<file path="src/rtl/rhs_pkg.sv">
// Shared types and sizing for the rhs_256 session sequencer.
package rhs_pkg;
  localparam int NUM_CHIPS         = 16;
  localparam int CHANNELS_PER_CHIP = 16;
  localparam int CH_W              = 12;
  localparam int SCALE_W           = 2;

  typedef enum logic [2:0] {
    S_IDLE      = 3'd0,
    S_CFG_PULSE = 3'd1,
    S_CFG_WAIT  = 3'd2,
    S_REC       = 3'd3,
    S_ZC_PULSE  = 3'd4,
    S_ZC_WAIT   = 3'd5,
    S_ZC_NEXT   = 3'd6
  } state_e;

  typedef enum logic [2:0] {
    P_IDLE, P_QUIET, P_SETUP, P_PULSE, P_ACK, P_BUSY
  } wait_phase_e;

  function automatic logic zc_range_ok(input logic [CH_W-1:0] first,
                                       input logic [CH_W-1:0] last,
                                       input int num_ch);
    return (first <= last) && ({{(32-CH_W){1'b0}}, last} < num_ch);
  endfunction
endpackage

</file>
<file path="src/rtl/rhs_session_sequencer_if.sv">
// Host request/status and rhs_256 control signals of the session sequencer.
interface rhs_session_sequencer_if;
  import rhs_pkg::*;
  logic               host_config_req;
  logic               host_record_req;
  logic               host_zcheck_req;
  logic [CH_W-1:0]    host_zc_first;
  logic [CH_W-1:0]    host_zc_last;
  logic [SCALE_W-1:0] host_zc_scale;
  logic               rhs_busy;
  logic               config_start;
  logic               record_start;
  logic               zcheck_start;
  logic [CH_W-1:0]    zcheck_global_channel;
  logic [SCALE_W-1:0] zcheck_scale;
  logic               configured;
  logic               zc_ch_done;
  logic               sweep_done;
  logic               req_error;
  logic [2:0]         state_dbg;

  modport master (
    output host_config_req, host_record_req, host_zcheck_req,
           host_zc_first, host_zc_last, host_zc_scale, rhs_busy,
    input  config_start, record_start, zcheck_start, zcheck_global_channel,
           zcheck_scale, configured, zc_ch_done, sweep_done, req_error, state_dbg
  );

  modport slave (
    input  host_config_req, host_record_req, host_zcheck_req,
           host_zc_first, host_zc_last, host_zc_scale, rhs_busy,
    output config_start, record_start, zcheck_start, zcheck_global_channel,
           zcheck_scale, configured, zc_ch_done, sweep_done, req_error, state_dbg
  );
endinterface

</file>
<file path="src/rtl/rhs_busy_waiter.sv">
// Start-pulse timer and rhs_busy handshake shared by config and zcheck; go -> start_pulse after one setup cycle
// (optionally preceded by a quiet gap). No backpressure: missing ack or stuck busy ends the operation via no_ack/timeout.
module rhs_busy_waiter
  import rhs_pkg::*;
#(
  parameter int START_PULSE_CYC = 16,
  parameter int BUSY_ACK_CYC    = 64,
  parameter int TIMEOUT_CYC     = 2**22
) (
  input  logic clk,
  input  logic rstn,
  input  logic go,
  input  logic quiet,
  input  logic rhs_busy,
  output logic start_pulse,
  output logic pulse_done,
  output logic done,
  output logic no_ack,
  output logic timeout
);
  localparam int CNT_W = $clog2(TIMEOUT_CYC + 2*BUSY_ACK_CYC + START_PULSE_CYC + 1);

  wait_phase_e      phase_q, phase_d;
  logic [CNT_W-1:0] cnt_q, cnt_d;

  always_ff @(posedge clk or negedge rstn) begin
    if (!rstn) begin
      phase_q <= P_IDLE;
      cnt_q   <= '0;
    end else begin
      phase_q <= phase_d;
      cnt_q   <= cnt_d;
    end
  end

  always_comb begin
    phase_d     = phase_q;
    cnt_d       = cnt_q;
    start_pulse = 1'b0;
    pulse_done  = 1'b0;
    done        = 1'b0;
    no_ack      = 1'b0;
    timeout     = 1'b0;
    case (phase_q)
      P_IDLE: if (go) begin
        phase_d = quiet ? P_QUIET : P_SETUP;
        cnt_d   = '0;
      end
      P_QUIET: if (cnt_q == CNT_W'(2*BUSY_ACK_CYC - 1)) begin
        phase_d = P_SETUP;
        cnt_d   = '0;
      end else cnt_d = cnt_q + 1'b1;
      P_SETUP: begin
        phase_d = P_PULSE;
        cnt_d   = '0;
      end
      P_PULSE: begin
        start_pulse = 1'b1;
        if (cnt_q == CNT_W'(START_PULSE_CYC - 1)) begin
          pulse_done = 1'b1;
          phase_d    = P_ACK;
          cnt_d      = '0;
        end else cnt_d = cnt_q + 1'b1;
      end
      P_ACK: if (rhs_busy) begin
        // The acknowledging cycle already counts towards the busy budget.
        phase_d = P_BUSY;
        cnt_d   = CNT_W'(1);
      end else if (cnt_q == CNT_W'(BUSY_ACK_CYC - 1)) begin
        no_ack  = 1'b1;
        phase_d = P_IDLE;
      end else cnt_d = cnt_q + 1'b1;
      P_BUSY: if (!rhs_busy) begin
        done    = 1'b1;
        phase_d = P_IDLE;
      end else if (cnt_q == CNT_W'(TIMEOUT_CYC)) begin
        timeout = 1'b1;
        phase_d = P_IDLE;
      end else cnt_d = cnt_q + 1'b1;
      default: phase_d = P_IDLE;
    endcase
  end
endmodule

</file>
<file path="src/rtl/rhs_session_sequencer.sv">
// Sequences config/record/zcheck-sweep operations of rhs_256; host request -> start pulse in 2 cycles, no queuing:
// conflicting or early requests raise req_error. RECORD_RESUME_EN lets a zcheck sweep interrupt and resume recording.
module rhs_session_sequencer
  import rhs_pkg::*;
#(
  parameter int NUM_CHANNELS    = 256,
  parameter int START_PULSE_CYC = 16,
  parameter int BUSY_ACK_CYC    = 64,
  parameter int TIMEOUT_CYC     = 2**22
) (
  input logic                    clk,
  input logic                    rstn,
  rhs_session_sequencer_if.slave bus
);
  state_e             state_q, state_d;
  logic [CH_W-1:0]    chan_q, chan_d, last_q, last_d;
  logic [SCALE_W-1:0] scale_q, scale_d;
  logic configured_q, configured_d, record_start_q, record_start_d;
  logic err_q, err_d, rec_req_prev_q, rec_req_prev_d;
  logic wait_go, wait_quiet, wait_start_pulse, wait_pulse_done, wait_done, wait_no_ack, wait_timeout;
  logic zc_ok;

  assign zc_ok = zc_range_ok(bus.host_zc_first, bus.host_zc_last, NUM_CHANNELS);

  rhs_busy_waiter #(
    .START_PULSE_CYC(START_PULSE_CYC), .BUSY_ACK_CYC(BUSY_ACK_CYC), .TIMEOUT_CYC(TIMEOUT_CYC)
  ) u_waiter (
    .clk(clk), .rstn(rstn), .go(wait_go), .quiet(wait_quiet), .rhs_busy(bus.rhs_busy),
    .start_pulse(wait_start_pulse), .pulse_done(wait_pulse_done), .done(wait_done),
    .no_ack(wait_no_ack), .timeout(wait_timeout)
  );

`ifdef RECORD_RESUME_EN
  logic resume_q, resume_d;
  always_ff @(posedge clk or negedge rstn) begin
    if (!rstn) resume_q <= 1'b0;
    else       resume_q <= resume_d;
  end
`endif

  always_ff @(posedge clk or negedge rstn) begin
    if (!rstn) begin
      state_q        <= S_IDLE;
      chan_q         <= '0;
      last_q         <= '0;
      scale_q        <= '0;
      configured_q   <= 1'b0;
      record_start_q <= 1'b0;
      err_q          <= 1'b0;
      rec_req_prev_q <= 1'b0;
    end else begin
      state_q        <= state_d;
      chan_q         <= chan_d;
      last_q         <= last_d;
      scale_q        <= scale_d;
      configured_q   <= configured_d;
      record_start_q <= record_start_d;
      err_q          <= err_d;
      rec_req_prev_q <= rec_req_prev_d;
    end
  end

  always_comb begin
    state_d        = state_q;
    chan_d         = chan_q;
    last_d         = last_q;
    scale_d        = scale_q;
    configured_d   = configured_q;
    record_start_d = 1'b0;
    rec_req_prev_d = bus.host_record_req;
    wait_go        = 1'b0;
    wait_quiet     = 1'b0;
    err_d          = (state_q != S_IDLE) && (state_q != S_REC) &&
                     (bus.host_config_req || bus.host_zcheck_req);
`ifdef RECORD_RESUME_EN
    resume_d       = resume_q;
`endif
    case (state_q)
      S_IDLE: begin
        if (bus.host_config_req) begin
          state_d = S_CFG_PULSE;
          wait_go = 1'b1;
        end else if (bus.host_zcheck_req) begin
          if (!configured_q || !zc_ok) err_d = 1'b1;
          else begin
            state_d = S_ZC_PULSE;
            wait_go = 1'b1;
            chan_d  = bus.host_zc_first;
            last_d  = bus.host_zc_last;
            scale_d = bus.host_zc_scale;
`ifdef RECORD_RESUME_EN
            resume_d = 1'b0;
`endif
          end
        end else if (bus.host_record_req) begin
          // Record is a level: flag the unconfigured case only on its rising edge.
          if (configured_q) state_d = S_REC;
          else if (!rec_req_prev_q) err_d = 1'b1;
        end
      end
      S_CFG_PULSE: if (wait_pulse_done) state_d = S_CFG_WAIT;
      S_CFG_WAIT: begin
        if (wait_done) begin
          state_d      = S_IDLE;
          configured_d = 1'b1;
        end else if (wait_no_ack || wait_timeout) begin
          state_d = S_IDLE;
          err_d   = 1'b1;
          if (wait_timeout) configured_d = 1'b0;
        end
      end
      S_REC: begin
        record_start_d = bus.host_record_req;
        if (bus.host_config_req) err_d = 1'b1;
        if (!bus.host_record_req) begin
          state_d = S_IDLE;
          if (bus.host_zcheck_req) err_d = 1'b1;
        end else if (bus.host_zcheck_req) begin
`ifdef RECORD_RESUME_EN
          if (!zc_ok) err_d = 1'b1;
          else begin
            record_start_d = 1'b0;
            state_d        = S_ZC_PULSE;
            wait_go        = 1'b1;
            wait_quiet     = 1'b1;
            resume_d       = 1'b1;
            chan_d         = bus.host_zc_first;
            last_d         = bus.host_zc_last;
            scale_d        = bus.host_zc_scale;
          end
`else
          err_d = 1'b1;
`endif
        end
      end
      S_ZC_PULSE: if (wait_pulse_done) state_d = S_ZC_WAIT;
      S_ZC_WAIT: begin
        if (wait_done) state_d = S_ZC_NEXT;
        else if (wait_no_ack || wait_timeout) begin
          state_d = S_IDLE;
          err_d   = 1'b1;
        end
      end
      S_ZC_NEXT: begin
        if (chan_q == last_q) begin
          state_d = S_IDLE;
`ifdef RECORD_RESUME_EN
          if (resume_q && bus.host_record_req) state_d = S_REC;
`endif
        end else begin
          chan_d  = chan_q + 1'b1;
          state_d = S_ZC_PULSE;
          wait_go = 1'b1;
        end
      end
      default: state_d = S_IDLE;
    endcase
  end

  assign bus.config_start          = (state_q == S_CFG_PULSE) && wait_start_pulse;
  assign bus.zcheck_start          = (state_q == S_ZC_PULSE) && wait_start_pulse;
  assign bus.record_start          = record_start_q;
  assign bus.zcheck_global_channel = chan_q;
  assign bus.zcheck_scale          = scale_q;
  assign bus.configured            = configured_q;
  assign bus.zc_ch_done            = (state_q == S_ZC_NEXT);
  assign bus.sweep_done            = (state_q == S_ZC_NEXT) && (chan_q == last_q);
  assign bus.req_error             = err_q;
  assign bus.state_dbg             = state_q;
endmodule

</file>
<file path="src/flat_wrapper.sv">
// flat-port wrapper written by rule: the top's interface ports become plain ports
module rhs_session_sequencer_flat import rhs_pkg::*;
#(
  parameter int NUM_CHANNELS    = 256,
  parameter int START_PULSE_CYC = 16,
  parameter int BUSY_ACK_CYC    = 64,
  parameter int TIMEOUT_CYC     = 2**22
)
  (clk, rstn, bus_host_config_req, bus_host_record_req, bus_host_zcheck_req, bus_host_zc_first, bus_host_zc_last, bus_host_zc_scale, bus_rhs_busy, bus_config_start, bus_record_start, bus_zcheck_start, bus_zcheck_global_channel, bus_zcheck_scale, bus_configured, bus_zc_ch_done, bus_sweep_done, bus_req_error, bus_state_dbg);
  rhs_session_sequencer_if bus_i ();
  input logic clk;
  input logic rstn;
  input wire logic [$bits(bus_i.host_config_req)-1:0] bus_host_config_req;
  input wire logic [$bits(bus_i.host_record_req)-1:0] bus_host_record_req;
  input wire logic [$bits(bus_i.host_zcheck_req)-1:0] bus_host_zcheck_req;
  input wire logic [$bits(bus_i.host_zc_first)-1:0] bus_host_zc_first;
  input wire logic [$bits(bus_i.host_zc_last)-1:0] bus_host_zc_last;
  input wire logic [$bits(bus_i.host_zc_scale)-1:0] bus_host_zc_scale;
  input wire logic [$bits(bus_i.rhs_busy)-1:0] bus_rhs_busy;
  output wire logic [$bits(bus_i.config_start)-1:0] bus_config_start;
  output wire logic [$bits(bus_i.record_start)-1:0] bus_record_start;
  output wire logic [$bits(bus_i.zcheck_start)-1:0] bus_zcheck_start;
  output wire logic [$bits(bus_i.zcheck_global_channel)-1:0] bus_zcheck_global_channel;
  output wire logic [$bits(bus_i.zcheck_scale)-1:0] bus_zcheck_scale;
  output wire logic [$bits(bus_i.configured)-1:0] bus_configured;
  output wire logic [$bits(bus_i.zc_ch_done)-1:0] bus_zc_ch_done;
  output wire logic [$bits(bus_i.sweep_done)-1:0] bus_sweep_done;
  output wire logic [$bits(bus_i.req_error)-1:0] bus_req_error;
  output wire logic [$bits(bus_i.state_dbg)-1:0] bus_state_dbg;
  assign bus_i.host_config_req = bus_host_config_req;
  assign bus_i.host_record_req = bus_host_record_req;
  assign bus_i.host_zcheck_req = bus_host_zcheck_req;
  assign bus_i.host_zc_first = bus_host_zc_first;
  assign bus_i.host_zc_last = bus_host_zc_last;
  assign bus_i.host_zc_scale = bus_host_zc_scale;
  assign bus_i.rhs_busy = bus_rhs_busy;
  assign bus_config_start = bus_i.config_start;
  assign bus_record_start = bus_i.record_start;
  assign bus_zcheck_start = bus_i.zcheck_start;
  assign bus_zcheck_global_channel = bus_i.zcheck_global_channel;
  assign bus_zcheck_scale = bus_i.zcheck_scale;
  assign bus_configured = bus_i.configured;
  assign bus_zc_ch_done = bus_i.zc_ch_done;
  assign bus_sweep_done = bus_i.sweep_done;
  assign bus_req_error = bus_i.req_error;
  assign bus_state_dbg = bus_i.state_dbg;
  rhs_session_sequencer #(.NUM_CHANNELS(NUM_CHANNELS), .START_PULSE_CYC(START_PULSE_CYC), .BUSY_ACK_CYC(BUSY_ACK_CYC), .TIMEOUT_CYC(TIMEOUT_CYC)) u_core (.clk(clk), .rstn(rstn), .bus(bus_i));
endmodule
</file>
<file path="config.mk">
export PLATFORM = sky130hd
export DESIGN_NAME = rhs_session_sequencer_flat
export DESIGN_NICKNAME = d
export VERILOG_FILES = /design/src/rtl/rhs_pkg.sv /design/src/rtl/rhs_session_sequencer_if.sv /design/src/rtl/rhs_busy_waiter.sv /design/src/rtl/rhs_session_sequencer.sv /design/src/flat_wrapper.sv
export SDC_FILE = /design/constraint.sdc
export NUM_CORES = 1
export LEC_CHECK = 0
export ABC_CLOCK_PERIOD_IN_PS = 3300
export CAP_MARGIN = 40
export CORE_MARGIN = 1.5
export CORE_UTILIZATION = 55
export DETAILED_ROUTE_END_ITERATION = 10
export PLACE_DENSITY = 0.84
export SLEW_MARGIN = 25
export SYNTH_ARGS = -nofsm -noshare
export SYNTH_HDL_FRONTEND = slang
export SYNTH_SLANG_ARGS = --single-unit
</file>
<file path="constraint.sdc">
create_clock -name clk -period 3.3 [get_ports clk]
set_input_delay 0.99 -clock clk [delete_from_list [all_inputs] [get_ports clk]]
set_output_delay 0.99 -clock clk [all_outputs]
set_load 0.02 [all_outputs]
</file>
== Word-level counts from Yosys, hierarchy flattened ==
Index checks and enable logic that the tools add are counted.

* Bits in registers: 59
* Input port bits: 32
* Output and inout bits: 24
* Word-level logic and storage cells: 141

* Add/subtract/negate cells: 2
* Magnitude comparators: 2
* Equal/unequal tests: 35
* Multiplexer cells: 65
* Bitwise logic cells: 2
* Reduce and logical (&&, ||, !) cells: 25

{| class="wikitable"
|+ Operators with widths
! cell !! number
|-
| 2-to-1 mux 23 bit || 7
|-
| case mux 23 bit (6 select lines) || 1
|-
| 2-to-1 mux 3 bit || 19
|-
| 2-to-1 mux 12 bit || 4
|-
| 2-to-1 mux 1 bit || 29
|-
| inequality test 2 bit, second input constant || 12
|-
| case mux 12 bit (2 select lines) || 1
|-
| adder 23 x 1 -> 23 bit, second input constant || 1
|-
| == test 23 bit, second input constant || 1
|-
| == test 23 x 4 -> 1 bit, second input constant || 1
|-
| == test 23 x 6 -> 1 bit, second input constant || 1
|-
| == test 23 x 7 -> 1 bit, second input constant || 1
|-
| case mux 3 bit (7 select lines) || 1
|-
| case mux 3 bit (6 select lines) || 1
|-
| == test 3 bit, second input constant || 5
|-
| AND reduction 5 bit || 3
|-
| adder 12 x 1 -> 12 bit, second input constant || 1
|-
| == test 12 bit || 1
|-
| == test 3 x 2 -> 1 bit, second input constant || 4
|-
| less-or-equal comparator 12 bit || 1
|-
| < comparator 12 x 9 -> 1 bit, second input constant || 1
|-
| inequality test 3 bit, second input constant || 3
|-
| inequality test 4 bit, second input constant || 2
|-
| == test 3 x 1 -> 1 bit, second input constant || 2
|-
| 16 further kinds || 28
|}

== Logic depth before layout (Yosys ltp) ==
* Depth after elaboration: 10
* Depth in mapped cells: 10
* Depth with buffers taken out: 9

== Hierarchy ==
From an unflattened synthesis, not the netlist that was laid out.

* Cell total of the unflattened synthesis: 453
* Area, all modules: 3975.1 µm²

{| class="wikitable"
|+ By module, submodules not included
! module !! times used !! cells an instance !! area each (µm²)
|-
| rhs_session_sequencer || 1 || 250 || 2212.1
|-
| rhs_busy_waiter || 1 || 203 || 1762.9
|}

== Least setup slack after synthesis ==
Ideal clock, no wire load.

* Path kind: input -> register
* Start point: in bus_host_zc_last[9]
* End point: reg u_core.u_waiter.cnt_q[22]
* Data arrival time: 2994 ps
* Slack: 196 ps
* Stages on the path: 10
* Path buffers: 1
* Cells stage by stage: inv_1 ha_1 a211o_1 a21oi_1 o211ai_1 o21ai_1 a211oi_1 or2_2 buf_6 o41ai_1

* Longest elaborated chain between the ends: 10
* Elaborated cells between the ends (all ways): 11
* Those cells by class: order compare: 2; eq/ne: 1; mux: 4; reduce/logical: 4

{| class="wikitable"
|+ Ends and longest elaborated chain
! item !! line !! text
|-
| start: declaration || flat_wrapper.sv:17 || <nowiki>input wire logic [$bits(bus_i.host_zc_last)-1:0] bus_host_zc_last;</nowiki>
|-
| less-or-equal comparator 12 bit / < comparator 12 x 9 -> 1 bit (equally long branches) || rhs_pkg.sv:25 || <nowiki>return (first <= last) && ({{(32-CH_W){1'b0}}, last} < num_ch);</nowiki>
|-
| logical AND 1 bit (*) || rhs_pkg.sv:25 ||
|-
| logical NOT 1 bit (*) || rhs_session_sequencer.sv:84 || <nowiki>if (!configured_q || !zc_ok) err_d = 1'b1;</nowiki>
|-
| logical OR 1 bit (*) || rhs_session_sequencer.sv:84 ||
|-
| 2-to-1 mux 1 bit (*) || rhs_session_sequencer.sv:84 ||
|-
| 2-to-1 mux 1 bit (*) || rhs_session_sequencer.sv:83 || <nowiki>end else if (bus.host_zcheck_req) begin</nowiki>
|-
| 2-to-1 mux 1 bit (*) || rhs_session_sequencer.sv:80 || <nowiki>if (bus.host_config_req) begin</nowiki>
|-
| case mux 1 bit (2 select lines) (*) || rhs_session_sequencer.sv:78 || <nowiki>case (state_q)</nowiki>
|-
| inequality test 2 bit (no source line) (*) || n/a ||
|-
| AND reduction 5 bit (no source line) (*) || n/a ||
|-
| end signal: assignment || rhs_busy_waiter.sv:32 || <nowiki>cnt_q <= cnt_d;</nowiki>
|-
| end: declaration || rhs_busy_waiter.sv:24 || <nowiki>logic [CNT_W-1:0] cnt_q, cnt_d;</nowiki>
|}

Every way passes the cells marked *; elsewhere a longest branch is shown, timed or not.
A chain may end at the register's enable or synchronous reset.

== Final worst setup path ==
* Start point: in bus_host_zc_last[9]
* End point: reg u_core.chan_q[4] (netlist: u_core.bus.zcheck_global_channel[4])

* Longest elaborated chain between the ends: 6
* Elaborated cells between the ends (all ways): 7
* Those cells by class: order compare: 2; eq/ne: 1; reduce/logical: 4

{| class="wikitable"
|+ Ends and longest elaborated chain
! item !! line !! text
|-
| less-or-equal comparator 12 bit / < comparator 12 x 9 -> 1 bit (equally long branches) || rhs_pkg.sv:25 ||
|-
| logical AND 1 bit (*) || rhs_pkg.sv:25 ||
|-
| logical NOT 1 bit (*) || rhs_session_sequencer.sv:84 ||
|-
| logical OR 1 bit (*) || rhs_session_sequencer.sv:84 ||
|-
| inequality test 2 bit (no source line) (*) || n/a ||
|-
| AND reduction 5 bit (no source line) (*) || n/a ||
|-
| end signal: assignment || rhs_session_sequencer.sv:53 || <nowiki>chan_q <= chan_d;</nowiki>
|-
| end: declaration || rhs_session_sequencer.sv:16 || <nowiki>logic [CH_W-1:0] chan_q, chan_d, last_q, last_d;</nowiki>
|}

Marked as above.

==> impl_metrics.ini <==
[synthesis]
synth_edf_count = 0
synth_area_leaders = dfrtp_1 39%, a21oi_1 7.2%, ha_1 4.9%
ys_seq_area_share_pct = 38.9
synth.avg_cell_area_um2 = 8.57
syn-cell-area_um2 = 3800
synth.top_cells.by_count = 59 x dfrtp_1, 55 x a21oi_1, 38 x nor2_1
synth_ff_type = dfrtp_1
ys_ff_latch = 59
async_flop_share_pct = 100
yosysTopAreaCell = dfrtp_1
synth_most_common_cell = dfrtp_1
synth_top_cell_area_share_pct = 38.9
syn_nets = 490
ys_warn_count = 0
syn_inst = 443
synth_cell_types = 54

[power]
total_power_mw = 1.62
powerDensity_nw_per_um2 = 337
ir_worst_vdd_mv = 0.246
p_leak_nw = 2.28

[critical_path]
arrival_ns = 3.36
start_kind = input pin
end_kind = register
required_ns = 3.49
worst-setup-path-type = in -> reg
critPathMaxFanout = 23

[grt]
antenna_found_initial = 0
grt_use_total_pct = 28.2
overflow = 0
grt_pass1_vias = 3530
grt_max_degree = 37
grt_pass1_wl_mm = 16.5

[timing]
rsz0062_at_grt = no
timing.fmax_mhz = 316
finalHoldViolCount = 0
worstMarginPinSlew_ns = 0.564
relSlewSlack_pct = 62.1
finalMaxSlewViolations = 0
finalClockSkew_ns = 0.0135
fin_setup_tns_ns = 0
fin_crit_ns = 3.16
setup_viol = 0
fin_crit_sh_pct = 95.8

[finish]
fin_nets = 559
area_growth_syn_to_layout_pct = 26.1
antennaDiodeCount = 0
drive_gt1_share_pct = 11.2

[die]
ios = 56
die_area_um2 = 7410
die_h_um = 86.1
die_w_um = 86.1
core-area_um2 = 6720
row_count = 30
start_util_pct = 56.5

[cts]
cts_hold_buf = 0
clock-root-buffer = clkbuf_8
clk-insertion-delay-late_ns = 0.34
numCtsBuffers = 9
clock_sinks = 59
post-cts-setup-buffers = 0
clockBufferDepth = 2
path_clk_slew_ns = 0.07
cts_tree = done
h-tree-depth = 3

[routing]
drt_iter0_drc = 301
detail-route-antenna-nets = 0
drc = 0
wl_per_cell_um = 16.8
drt_pass1_iterations = 5
dr_total_vias = 3704
viasPerCell = 6.20
drt-total-wl_mm = 10.0

[min_path]
min_path_type = in -> async

[placed_design]
finalWeightedCongestion = 0.878
port_buffers = 55
hpwl_mm = 7.33

[job]
cap_violations = 0

[status]
status = finished, final reports clean
-- where the power goes --
group	leakage, nW	internal, mW	switching (mW)
combinational	1.36	0.0663	0.0633
sequential	0.808	0.724	0.000430
clock	0.113	0.466	0.296
total	2.28	1.26	0.359
-- worst max-delay path, cell delays in order --
cell             delay (ns)
clkdlybuf4s50_1        0.49
inv_1                  0.05
ha_1                   0.30
a211o_1                0.31
a21oi_2                0.15
o211ai_1               0.10
o21ai_1                0.19
buf_4                  0.16
a31oi_1                0.13
buf_12                 0.19
o21ai_1                0.17
o21ai_0                0.13
-- state kept, by name (all words and copies together) (netlist names) --
register                          cells
u_core.bus.configured                 1
u_core.bus.record_start               1
u_core.bus.req_error                  1
u_core.bus.state_dbg                  3
u_core.bus.zcheck_global_channel     12
u_core.bus.zcheck_scale               2
u_core.last_q                        12
u_core.rec_req_prev_q                 1
u_core.u_waiter.cnt_q                23
u_core.u_waiter.phase_q               3
-- cell families (layout without fill, tap and decap cells) --
kind of cell | count (synthesis) | in the layout | synth area share (%)
and+or+nand+nor | 167 | 167 | 23.2
AOI/OAI and AO/OA | 142 | 142 | 23.5
DFF | 59 | 59 | 38.9
buffers and inverters | 41 | 115 | 4.68
adders and majority gates | 15 | 15 | 4.94
xor gates and xnor gates | 12 | 12 | 2.77
muxes | 7 | 7 | 1.98
-- repair_timing --
item / CTS / global route
resized for setup: 0 / 4
endpoints found under the setup margin: 0 / 3
hold endpoints to repair: 0 / 0
-- per-layer routing --
layer	share of wire (%)	up-vias	track usage [%]
met1	44	1746	36.9
met3	6.2	25	6.06
met4	2.0	0	12.8
met5	0	-	0
li1	-	1773	-
met2	48	160	45.0
-- area by class of cell --
cell class / instances / area, µm²
Clock buffer: 12 / 155
Clock inverter: 4 / 72.6
Fill cell: 487 / 1930
Inverter: 21 / 78.8
Multi-Input combinational cell: 343 / 2150
Sequential cell: 59 / 1480
Tap cell: 80 / 100
Timing Repair Buffer: 78 / 758
-- through the flow --
stage	hold slack (ns)	worst slack [ns]	util (%)	instances	cell area [µm²]
floorplan	0.469	0.196	-	443	3800
global placement	0.485	-0.104	67.5	580	4530
detailed placement	0.493	-0.268	67.5	580	4530
CTS	0.507	0.0388	70.9	596	4760
global route	0.487	0.0333	71.3	597	4790
finish	0.493	0.138	71.3	597	4790
-- worst paths after layout --
| check | start | endpoint | slack (ns) | depth (start not counted) |
|---|---|---|---|---|
| min | rstn | u_core.bus.zcheck_global_channel[9]$_DFFE_PN0P_ | 0.49 | 1 |
| max | bus_host_zc_last[9] | u_core.bus.zcheck_global_channel[4]$_DFFE_PN0P_ | 0.14 | 12 |
| min reg2reg | u_core.bus.zcheck_scale[0]$_DFFE_PN0P_ | u_core.bus.zcheck_scale[0]$_DFFE_PN0P_ | 0.51 | 1 |
| max reg2reg | u_core.u_waiter.cnt_q[15]$_DFFE_PN0P_ | u_core.u_waiter.cnt_q[22]$_DFFE_PN0P_ | 0.43 | 8 |
| max in group asynchronous | rstn | u_core.bus.zcheck_global_channel[4]$_DFFE_PN0P_ | 2.14 | 3 |
| min in group clk | u_core.bus.zcheck_scale[0]$_DFFE_PN0P_ | u_core.bus.zcheck_scale[0]$_DFFE_PN0P_ | 0.51 | 1 |
-- placed cells by master, fill, tap and decap left out, drive strengths merged, types with 2 or more instances in the layout --
master and n:
and4 2, o21a 13, nor4 5, or4 5
mux2 4, nand4 9, a21o 2, nand2b 4
and2 6, nor2b 4, clkinv 2, nand2 30
ha 15, a31o 3, xor2 12, o2bb2ai 3
buf 24, nor3b 3, a41oi 3, o22a 6
a21oi 56, nor2 40, clkdlybuf4s50 53, mux2i 3
or2 2, or3 6, o21ai 26, o211ai 4
a31oi 12, bufinv 2, dfrtp 59, and3 20
nand3 17, nor3 12, o31ai 5, inv 20
clkbuf 12
No activity file was read; power rests on OpenSTA's default activity.
